--- src/rtl/mesh_vlink_buffer.sv ---
// mesh_vlink_buffer: registered vertical link stage between two mesh rows.
// Two independent DEPTH-entry FIFOs, one per vertical direction:
//   SN: lower router -> upper router, NS: upper router -> lower router.
// Packets pass through untouched (VC/polarity bits included).
// Optional statistics counters are built only when VLINK_STATS_EN is defined;
// otherwise the counter outputs are tied to zero and the datapath is unchanged.
//
// Handshake (both directions, both sides):
//   A push happens at a clock edge where si && ri. ri depends only on the
//   registered occupancy, so it never reacts combinationally to si or ro.
//   A pop happens at a clock edge where the FIFO held a packet before the edge
//   and ro is high; the packet appears registered on so/do for exactly one
//   cycle after that edge. si while ri is low is a protocol violation: the
//   packet is discarded and counted as a drop.

module mesh_vlink_fifo #(
    parameter int PACKET_WIDTH = 64,
    parameter int DEPTH        = 2
) (
    input  logic                    clk,
    input  logic                    reset,
    input  logic                    si,
    output logic                    ri,
    input  logic [PACKET_WIDTH-1:0] wdata,
    output logic                    so,
    input  logic                    ro,
    output logic [PACKET_WIDTH-1:0] rdata,
    output logic                    pop,
    output logic                    drop
);

    localparam int PTR_W = (DEPTH > 1) ? $clog2(DEPTH) : 1;
    localparam int OCC_W = $clog2(DEPTH + 1);

    logic [PACKET_WIDTH-1:0] mem [DEPTH];
    logic [PTR_W-1:0]        rd_ptr;
    logic [PTR_W-1:0]        wr_ptr;
    logic [OCC_W-1:0]        count;
    logic                    push;

    // Ready comes from the registered occupancy only: a full FIFO stays not-ready
    // even in a cycle where it pops.
    assign ri   = (count < OCC_W'(DEPTH));
    assign push = si && ri;
    assign pop  = (count != '0) && ro;
    assign drop = si && !ri;

    // Packet storage; contents need no reset because occupancy guards every read.
    always_ff @(posedge clk) begin
        if (push) begin
            mem[wr_ptr] <= wdata;
        end
    end

    // Pointers and occupancy; power-of-two DEPTH lets pointers wrap naturally.
    always_ff @(posedge clk) begin
        if (reset) begin
            rd_ptr <= '0;
            wr_ptr <= '0;
            count  <= '0;
        end else begin
            if (push) begin
                wr_ptr <= wr_ptr + PTR_W'(1);
            end
            if (pop) begin
                rd_ptr <= rd_ptr + PTR_W'(1);
            end
            case ({push, pop})
                2'b10:   count <= count + OCC_W'(1);
                2'b01:   count <= count - OCC_W'(1);
                default: count <= count;
            endcase
        end
    end

    // Registered output: one-cycle so pulse per popped packet, data held otherwise.
    always_ff @(posedge clk) begin
        if (reset) begin
            so    <= 1'b0;
            rdata <= '0;
        end else begin
            so <= pop;
            if (pop) begin
                rdata <= mem[rd_ptr];
            end
        end
    end

endmodule

module mesh_vlink_buffer #(
    parameter int PACKET_WIDTH = 64,
    parameter int DEPTH        = 2,
    parameter int CNT_WIDTH    = 16
) (
    input  logic                    clk,
    input  logic                    reset,
    input  logic                    sn_si,
    output logic                    sn_ri,
    input  logic [PACKET_WIDTH-1:0] sn_di,
    output logic                    sn_so,
    input  logic                    sn_ro,
    output logic [PACKET_WIDTH-1:0] sn_do,
    input  logic                    ns_si,
    output logic                    ns_ri,
    input  logic [PACKET_WIDTH-1:0] ns_di,
    output logic                    ns_so,
    input  logic                    ns_ro,
    output logic [PACKET_WIDTH-1:0] ns_do,
    output logic [CNT_WIDTH-1:0]    sn_pkt_cnt,
    output logic [CNT_WIDTH-1:0]    ns_pkt_cnt,
    output logic [CNT_WIDTH-1:0]    sn_drop_cnt,
    output logic [CNT_WIDTH-1:0]    ns_drop_cnt
);

    logic sn_pop;
    logic sn_drop;
    logic ns_pop;
    logic ns_drop;

    mesh_vlink_fifo #(
        .PACKET_WIDTH (PACKET_WIDTH),
        .DEPTH        (DEPTH)
    ) u_sn (
        .clk   (clk),
        .reset (reset),
        .si    (sn_si),
        .ri    (sn_ri),
        .wdata (sn_di),
        .so    (sn_so),
        .ro    (sn_ro),
        .rdata (sn_do),
        .pop   (sn_pop),
        .drop  (sn_drop)
    );

    mesh_vlink_fifo #(
        .PACKET_WIDTH (PACKET_WIDTH),
        .DEPTH        (DEPTH)
    ) u_ns (
        .clk   (clk),
        .reset (reset),
        .si    (ns_si),
        .ri    (ns_ri),
        .wdata (ns_di),
        .so    (ns_so),
        .ro    (ns_ro),
        .rdata (ns_do),
        .pop   (ns_pop),
        .drop  (ns_drop)
    );

`ifdef VLINK_STATS_EN
    // Statistics: a pop is counted at the same edge that raises so, so the
    // delivered count tracks so pulses exactly; counters wrap freely.
    always_ff @(posedge clk) begin
        if (reset) begin
            sn_pkt_cnt  <= '0;
            ns_pkt_cnt  <= '0;
            sn_drop_cnt <= '0;
            ns_drop_cnt <= '0;
        end else begin
            if (sn_pop)  sn_pkt_cnt  <= sn_pkt_cnt  + CNT_WIDTH'(1);
            if (ns_pop)  ns_pkt_cnt  <= ns_pkt_cnt  + CNT_WIDTH'(1);
            if (sn_drop) sn_drop_cnt <= sn_drop_cnt + CNT_WIDTH'(1);
            if (ns_drop) ns_drop_cnt <= ns_drop_cnt + CNT_WIDTH'(1);
        end
    end
`else
    logic unused_stats;
    assign unused_stats = sn_pop ^ sn_drop ^ ns_pop ^ ns_drop;
    assign sn_pkt_cnt   = '0;
    assign ns_pkt_cnt   = '0;
    assign sn_drop_cnt  = '0;
    assign ns_drop_cnt  = '0;
`endif

endmodule

--- config.mk ---
export PLATFORM = sky130hd
export DESIGN_NAME = mesh_vlink_buffer
export DESIGN_NICKNAME = d
export VERILOG_FILES = /design/src/rtl/mesh_vlink_buffer.sv
export SDC_FILE = /design/constraint.sdc
export NUM_CORES = 1
export LEC_CHECK = 0
export BUFFER_PORTS_ARGS = -buffer_cell sky130_fd_sc_hd__buf_2
export CAP_MARGIN = 15
export CORE_MARGIN = 1.5
export CORE_UTILIZATION = 60
export CTS_BUF_LIST = sky130_fd_sc_hd__clkbuf_2 sky130_fd_sc_hd__clkbuf_4 sky130_fd_sc_hd__clkbuf_8
export DETAILED_ROUTE_END_ITERATION = 10
export PLACE_DENSITY = 0.87
export SLEW_MARGIN = 40
export SYNTH_ARGS = -nofsm -noshare
export SYNTH_HDL_FRONTEND = slang
export SYNTH_SLANG_ARGS = --single-unit
--- constraint.sdc ---
create_clock -name clk -period 8.16 [get_ports clk]
set_input_delay 1.632 -clock clk [delete_from_list [all_inputs] [get_ports clk]]
set_output_delay 1.632 -clock clk [all_outputs]
set_load 0.005 [all_outputs]
# [Yosys cells after proc, flatten, opt, wreduce, memory -nomap -nowiden]
# Memories as Yosys holds them, arrays and structs flattened. A register that Yosys moved wholly into a read port is not among the register bits.
# Index checks and enable logic that the tools add are counted.
# W data, S select, Z words.
[totals] register_bits=10 ram_bits=256 out_inout_bits=196 memories=2
[memory_table] memory="u_ns.mem" words=2 width=64 rd=1 rd_clocked_by_memory_dff=1 write_ports=1 line_no="35" rtl="logic [PACKET_WIDTH-1:0] mem [DEPTH];"
[memory_table] memory="u_sn.mem" words=2 width=64 rd=1 rd_clocked_by_memory_dff=1 write_ports=1 line_no="35"
[classes] n_mux=6 eq_ne=4 n_reduce_logical=8 n_addsub=8 magnitude_cmp=2
[op_table] cell="$pmux W2 S2" n=2
[op_table] cell="$reduce_bool A2 Y1" n=4
[op_table] cell="$add A1 B1 Y1 const B" n=4
[op_table] cell="$add A2 B1 Y2 const B" n=2
[op_table] cell="$eq A2 B1 Y1 const B" n=2
[op_table] cell="$eq A2 B2 Y1 const B" n=2
[op_table] cell="$logic_and A1 B1 Y1" n=4
[op_table] cell="$lt A2 B2 Y1 const B" n=2
[op_table] cell="$mux W1" n=4
[op_table] cell="$sub A2 B1 Y2 const B" n=2

# [Longest topological paths before layout]
# Gate-level depths: netlist of run 1.
[depth] depth_word=4 mapped_depth=8 depth_no_buf=5

# [Modules after synthesis]
# Synthesis of run 1 repeated with hierarchy kept, for this count alone.
[hier_totals] hier_cells=939 area_unflattened_um2=14630.3
[modules_own_cells] mod="mesh_vlink_fifo" n_inst=2 cells_per_inst=437 area_each_um2=7073.0
[modules_own_cells] mod="mesh_vlink_buffer" n_inst=1 cells_per_inst=65 area_each_um2=484.2

# [Worst setup path after synthesis of run 1]
# OpenSTA, ideal clock, no wires.
[synth_path] path_kind="input port to flip-flop" start="input port ns_si" end="memory u_ns.mem[0][0], enable pin" path_buffers=0 cell_stages=2 arrival_time_ns=4.411 setup_slack_ns=3.263 cell_sequence="nand2b_1 -> nor2_1"
[synth_via] elab_chain_len=3
[synth_lines] element="from (decl)" line_no="104" rtl="input logic ns_si,"
[synth_lines] element="$logic_and A1 B1 Y1" line_no="44" rtl="assign push = si && ri;"
[synth_lines] element="$mux W1" line_no="50" rtl="if (push) begin"
[synth_lines] element="$mux W1 (not written as such)" line_no="51" rtl="mem[wr_ptr] <= wdata;"
[synth_lines] element="to (decl)" line_no="35"
# No other way between the ends.

# [Final worst setup path of run 1]
[layout_path] start="input port sn_ro" end="register u_sn.rdata[42], read port of u_sn.mem"
[layout_via] elab_chain_len=1
[layout_lines] element="from (decl)" line_no="102" rtl="input logic sn_ro,"
[layout_lines] element="$logic_and A1 B1 Y1" line_no="45" rtl="assign pop = (count != '0) && ro;"
[layout_lines] element="to (decl)" line_no="27" rtl="output logic [PACKET_WIDTH-1:0] rdata,"
# No other way between the ends.
# A chain may end at the register's enable or synchronous reset.

==> results of run 1 <==
## final cells by class
| class | instances | share of cell area (%) |
|---|---|---|
| flip-flops and latches | 394 | 61.05 |
| multi-input cells | 480 | 20.50 |
| repair buffers | 276 | 8.568 |
| clock buffers | 100 | 7.012 |
| well taps | 319 | 2.330 |
| clock inverters | 9 | 0.4675 |
| inverters | 2 | 0.04383 |
| diodes | 2 | 0.02922 |
## synthesized netlist by cell type (all sizes together)
master    n  area share (%)
buf     105             5.5
and3      2           0.086
o21a      2            0.10
edfxtp  256              53
conb      1           0.026
inv       2           0.051
nor2b     2           0.086
clkbuf   18            0.64
o21ai     2           0.069
a211oi  128             8.7
mux2i   128             8.8
nand2b    2           0.086
nor2    136             3.5
or3       2           0.086
a21oi     2           0.069
ha        2            0.17
dfxtp   138              19
xnor2     4            0.24
xor2      4            0.24
## power groups by stage
stage,clock network (W),logic (W),registers [W]
2_1_floorplan,0,0.00108,0.00284
3_3_place_gp,0,0.00137,0.00287
3_5_place_dp,0,0.00149,0.00284
4_1_cts,0.00170,0.00150,0.00281
5_1_grt,0.00178,0.00163,0.00285
6_report,0.00166,0.00148,0.00281
## worst min-delay path, delay by kind of cell, from the launching register on
kind / cells / cell delay [ns]
compound gates: 1 / 0.05
flops: 1 / 0.31
simple gates: 1 / 0.09
## kinds of logic (layout without fill, tap and decap cells)
| kind of cell | count (synthesis) | in the layout |
|---|---|---|
| compound gates | 134 | 134 |
| simple gates | 144 | 144 |
| xor+xnor | 8 | 8 |
| fa+ha+maj | 2 | 2 |
| other cells | 1 | 66 |
| buf+inv | 125 | 387 |
| mux | 128 | 128 |
| flops | 394 | 394 |
## flip-flops by register name, summed over array words and instances, names as in the netlist
name,flops
u_ns.mem,128
u_sn.mem,128
u_sn.rdata,64
u_sn.count,2
u_sn.rd_ptr,1
u_ns.rd_ptr,1
u_ns.so,1
u_sn.so,1
u_ns.wr_ptr,1
u_ns.rdata,64
u_sn.wr_ptr,1
u_ns.count,2
## final timing paths
check                           slack (ns)  depth (start not counted)                     endpoint                         from
worst min register to register        0.50                          2  u_ns.rdata[48]$_SDFFE_PP0P_  u_ns.rdata[48]$_SDFFE_PP0P_
worst max register to register        5.86                          4  u_ns.rdata[17]$_SDFFE_PP0P_   u_ns.count[1]$_SDFFE_PP0P_
worst max-delay path                  5.17                          5  u_sn.rdata[42]$_SDFFE_PP0P_                        sn_ro
worst min-delay path                  0.50                          2  u_ns.rdata[48]$_SDFFE_PP0P_  u_ns.rdata[48]$_SDFFE_PP0P_
## metal layers
| metal | routed length (um) | part of all wire [%] |
|---|---|---|
| met1 | 10690 | 38 |
| met2 | 13960 | 50 |
| met3 | 2488 | 8.9 |
| met4 | 706 | 2.5 |
| met5 | 26 | 0.093 |
## per-stage QoR
step,worst slack (ns),util [%],hold WS (ns)
final,5.168,72.33,0.4962
after floorplan,3.263,-,0.4791
after CTS,5.209,72.31,0.4972
after detailed placement,4.579,66.90,0.4881
after global routing,5.013,72.32,0.5105
after global placement,4.659,66.58,0.4818
==> metrics.md, run 1 <==
| Metric | Value |
|---|---|
| DR vias | 8267 |
| CTS Buffer Depth | 3 |
| Clk_skew | 0.01797 ns |
| Max Freq | 334.2 MHz |
| Status | finished clean |
| Final instance count without filler cells | 1582 |
| Die height | 159.0 um |
| Startpoint Class | input port |
| CTS hold repair buffers | 0 |
| Setup CP Type | in2reg |
| Seq/Total Area, Yosys | 71.58% |
| Syn avg cell area | 15.60 um^2 |
| Synth Instances | 936 |
| Largest net degree at the start of global routing | 74 |
| Worst slew pin tran | 0.8261 ns |
| Max-cap violations | 0 |
| Slew margin rel. | 44.93% |
| Initial core utilization | 61.64% |
| CP Cell Sequence | buf_2 > o21a_4 > buf_4 > nor2_1 > a211oi_2 |
| Nets | 1349 |
| Port bufs | 265 |
| Detail Route Antenna Nets | 0 |
| Worst skew pair latency | 0.58 ns |
| Area Growth Syn to Fin | 17.33% |
| GRT Total Usage | 21.65% |
| Placed inst area | 15840 um^2 |
| Sink Count | 394 |
| Simple-gate portion of the synthesized area | 3.840% |
| Power Density | 347.4 nW/um^2 |
| FP Rows | 56 |
| Clock transition at path regs | 0.06 ns |
| Power share of the clock group | 27.9% |
| GRT met1 Usage | 26.04% |
| Tmin final | 2.992 ns |
| Design area | 17130 um^2 |
| DRT Pass-1 Iters | 5 |
| Setup_tns | 0 ns |
| GR Util met3 | 6.903% |
| Buf+Inv Stages, Crit Path | 2 |
| Synth Area in XOR/XNOR | 0.4799% |
| Standby leakage power | 6.450 nW |
| GRT busiest layer | met2 |
| Layout cell share with drive strength beyond 1 | 36.00% |
| Clock tree from TritonCTS | yes |
| Most frequent cells in the layout | 264 x buf_2, 256 x edfxtp_1, 136 x dfxtp_1 |
| Initial antenna violation count | 3 |
| Number of global-route vias before repair | 8394 |
| Logic pwr share | 24.8% |
| Placeable Area | 23680 um^2 |
| Most common cell after layout, fill and taps aside | buf_2 |
| Crit path max-delay family | buffers and inverters |
| Adder-cell share of the synthesized area | 0.1714% |
| Sequential Power Share | 47.2% |
| Fin. max-slew vios | 0 |
| Final Hold Viols | 0 |
| Worst EP required | 8.64 ns |
| Final Setup Violations | 0 |
| First-pass GRT wire length | 43300 um |
| CTS HTree Levels | 2 |
| Crit path largest cell delay | 0.77 ns |
| Grt ovf | 0 |
| Post-Syn Area | 14600 um^2 |
| Fill count | 1537 |
| Die area | 25280 um^2 |
| Hpwl dp | 17250 um |
| RSZ-0062 raised after global routing | no |
| Crit. End Element | flip-flop |
| Largest family of logic cells by synthesized area | compound AO/OA/AOI/OAI gates |
| Yosys reg bits | 394 |
| Overall Power | 0.005950 W |
| DRT iter0 DRCs | 501 |
| HP Class | reg2reg |
| Psw | 0.001773 W |
| Placed Cells | 1471 |
| Post-CTS Setup Bufs | 0 |
| # DRC | 0 |
| Die extent in x | 159.0 um |
| Gpl congestion | 0.7548 |
| Routed WL per cell | 17.62 um |
| Crit-path max FO | 67 |
| Mux cell area share after synthesis | 8.776% |
| Multi-input gate area | 3511 um^2 |
| Cell-internal power | 0.004177 W |
| Total wire length | 27870 um |
| Tcrit/Tclk final | 36.67% |
| Yosys warnings | 0 |
| GRT met2 Usage | 36.90% |
| Register area | 10460 um^2 |
| Yosys cell types | 24 |
| Sw Ratio | 29.80% |
| IR drop worst, VDD | 0.0002776 V |
| Post_cts resized | 0 |
| # IOs | 330 |
| Worst EP arrival | 3.47 ns |
| CTS root buf | clkbuf_8 |
| Via density | 5.226 |
| Compound-Gate Fraction of Synth Area | 8.913% |
| CTS Buf Count | 59 |
| Crit-path slowest cell | buf_4 |
No activity file was read; power rests on OpenSTA's default activity.
==> run 2, diff against run 1 <==
--- a/config.mk
+++ b/config.mk
@@ -8,10 +8,10 @@
 export BUFFER_PORTS_ARGS = -buffer_cell sky130_fd_sc_hd__buf_2
 export CAP_MARGIN = 15
 export CORE_MARGIN = 1.5
-export CORE_UTILIZATION = 60
+export CORE_UTILIZATION = 50
 export CTS_BUF_LIST = sky130_fd_sc_hd__clkbuf_2 sky130_fd_sc_hd__clkbuf_4 sky130_fd_sc_hd__clkbuf_8
 export DETAILED_ROUTE_END_ITERATION = 10
-export PLACE_DENSITY = 0.87
+export PLACE_DENSITY = 0.78
 export SLEW_MARGIN = 40
 export SYNTH_ARGS = -nofsm -noshare
 export SYNTH_HDL_FRONTEND = slang
==> constraint.sdc (replaced) <==
create_clock -name clk -period 2.4 [get_ports clk]
set_input_delay 0.48 -clock clk [delete_from_list [all_inputs] [get_ports clk]]
set_output_delay 0.48 -clock clk [all_outputs]
set_load 0.005 [all_outputs]
==> run 2 against run 1 <==
  * Critical path type is now reg2out
  * Largest power group unchanged
  * Die area grew 20%
  * Via count increased by 0.46%
  * Sequential share of layout area is 0.96 points lower
  * First-iteration DRC count decreased by 20%
  * Clock power increased to 3.4 times the previous value
  * Register-to-register slack worse by 5.1 ns
  * Highest routed layer unchanged
  * Sequential power grew to 3.4 times the previous value
  * Wire length shrank 1.3%
==> metrics.md, run 2 (synthesized netlist as in run 1, its figures left out) <==
| Metric | Value |
|---|---|
| Status | finished clean |
| DRT iter0 DRCs | 402 (-20%) |
| CTS HTree Levels | 2 (unchanged) |
| Largest net degree at the start of global routing | 131 (+77%) |
| Post_cts resized | 0 (unchanged) |
| Total wire length | 27510 um (-1.3%) |
| Clock tree from TritonCTS | yes |
| DRT Pass-1 Iters | 4 (-1) |
| Routed WL per cell | 16.52 um (-6.2%) |
| Tmin final | 1.651 ns |
| CTS Buffer Depth | 3 (unchanged) |
| Initial core utilization | 50.86% (-11 points) |
| Final Setup Violations | 0 (unchanged) |
| GRT met2 Usage | 29.77% (-7.1 points) |
| Final instance count without filler cells | 1665 (+5.2%) |
| FP Rows | 62 (+11%) |
| Power Density | 1169 nW/um^2 (+240%) |
| Via density | 4.988 (-4.5%) |
| Hold_ws | 0.07792 ns (-0.4183 ns) |
| Register area | 10460 um^2 (unchanged) |
| Max-cap violations | 0 (unchanged) |
| Worst EP required | 1.92 ns (-6.72 ns) |
| Worst slew pin tran | 0.6191 ns (-0.2070 ns) |
| Most frequent cells in the layout | 264 x buf_2, 256 x edfxtp_1, 136 x dfxtp_1 |
| Die height | 173.9 um (+9.4%) |
| Die extent in x | 173.9 um (+9.4%) |
| Max Freq | 605.6 MHz |
| Tcrit/Tclk final | 68.81% |
| Startpoint Class | flip-flop |
| Initial antenna violation count | 3 (unchanged) |
| Layout cell share with drive strength beyond 1 | 36.72% (+0.72 points) |
| Setup_tns | 0 ns (unchanged) |
| Clock transition at path regs | 0.06 ns (about the same) |
| # IOs | 330 (unchanged) |
| Multi-input gate area | 3511 um^2 (unchanged) |
| Worst EP arrival | 1.17 ns (-2.30 ns) |
| Detail Route Antenna Nets | 0 (unchanged) |
| Clk_skew | 0.01822 ns (+0.0002596 ns) |
| Gpl congestion | 0.7491 (-0.76%) |
| Standby leakage power | 6.548 nW (+1.5%) |
| Grt ovf | 0 (unchanged) |
| RSZ-0062 raised after global routing | no |
| Port bufs | 265 (unchanged) |
| Placeable Area | 28700 um^2 (+21%) |
| Fin. max-slew vios | 0 (unchanged) |
| Slew margin rel. | 58.73% (+14 points) |
| HP Class | in2reg |
| Post-CTS Setup Bufs | 0 (unchanged) |
| Most common cell after layout, fill and taps aside | buf_2 |
| IR drop worst, VDD | 0.001496 V (+440%) |
| Sink Count | 394 (unchanged) |
| GRT met1 Usage | 22.19% (-3.9 points) |
| # DRC | 0 (unchanged) |
| Nets | 1365 (+1.2%) |
| Area Growth Syn to Fin | 19.20% |
| Fill count | 2134 (+39%) |
| CTS hold repair buffers | 0 (unchanged) |
| Placed Cells | 1550 (+5.4%) |
| Number of global-route vias before repair | 8410 (+0.19%) |
| CTS Buf Count | 61 (+3.4%) |
| GRT busiest layer | met2 |
| Crit. End Element | output pin |
| Setup CP Type | reg2out |
| Final Hold Viols | 0 (unchanged) |
| GRT Total Usage | 18.17% (-3.5 points) |
| Worst skew pair latency | 0.58 ns (about the same) |
| Crit-path max FO | 5 (-93%) |
| DR vias | 8305 (+0.46%) |
| GR Util met3 | 7.083% (+0.18 points) |
| CTS root buf | clkbuf_8 |
| First-pass GRT wire length | 43700 um (+0.91%) |
| Hpwl dp | 17340 um (+0.54%) |
| Biggest regs | u_ns.mem: 128 flops, u_sn.mem: 128 flops |
| Die area | 30230 um^2 (+20%) |
run 2: area by class of cell:
class | instances | area share [%]
Tap cell | 384 | 2.761
Multi-Input combinational cell | 480 | 20.18
Sequential cell | 394 | 60.09
Clock inverter | 9 | 0.2660
Clock buffer | 105 | 7.190
Timing Repair Buffer | 290 | 9.455
Antenna cell | 1 | 0.01438
Inverter | 2 | 0.04314
run 2: path summary, 6_finish.rpt:
check / startpoint / cells past startpoint / slack [ns] / end
worst max-delay path: u_ns.count[1]$_SDFFE_PP0P_ / 2 / 0.75 / ns_ri
worst min-delay path: ns_di[13] / 1 / 0.08 / u_ns.mem[0][13]$_DFFE_PP_
worst max register to register: u_sn.count[1]$_SDFFE_PP0P_ / 4 / 0.75 / u_sn.rdata[63]$_SDFFE_PP0P_
worst min register to register: u_ns.rdata[62]$_SDFFE_PP0P_ / 2 / 0.49 / u_ns.rdata[62]$_SDFFE_PP0P_
run 2: per-layer routing:
layer	vias up	wire length [um]
li1	3948	-
met1	3969	11110
met2	345	13050
met3	39	2909
met4	4	400
met5	-	28
run 2: critical path, stage by stage, from the launching register on:
cell and delay [ns]:
dfxtp_1 0.39, inv_1 0.08, buf_2 0.13
run 2: power breakdown:
group          total (W)  internal (W)  switching, W
sequential       0.00962       0.00890      0.000719
clock            0.00567       0.00325       0.00241
combinational    0.00505       0.00216       0.00289
total             0.0203        0.0143       0.00602
run 2: through the flow:
step	utilization [%]	power (W)	setup WS, ns	area [um^2]
4_1_cts	60.62	0.02059	0.7104	17400
6_report	60.63	0.02034	0.7486	17400
5_1_grt	60.62	0.02151	0.5944	17400
3_5_place_dp	56.10	0.01485	0.6208	16100
2_1_floorplan	-	0.01329	0.4236	14850
3_3_place_gp	56.10	0.01462	0.6662	16100
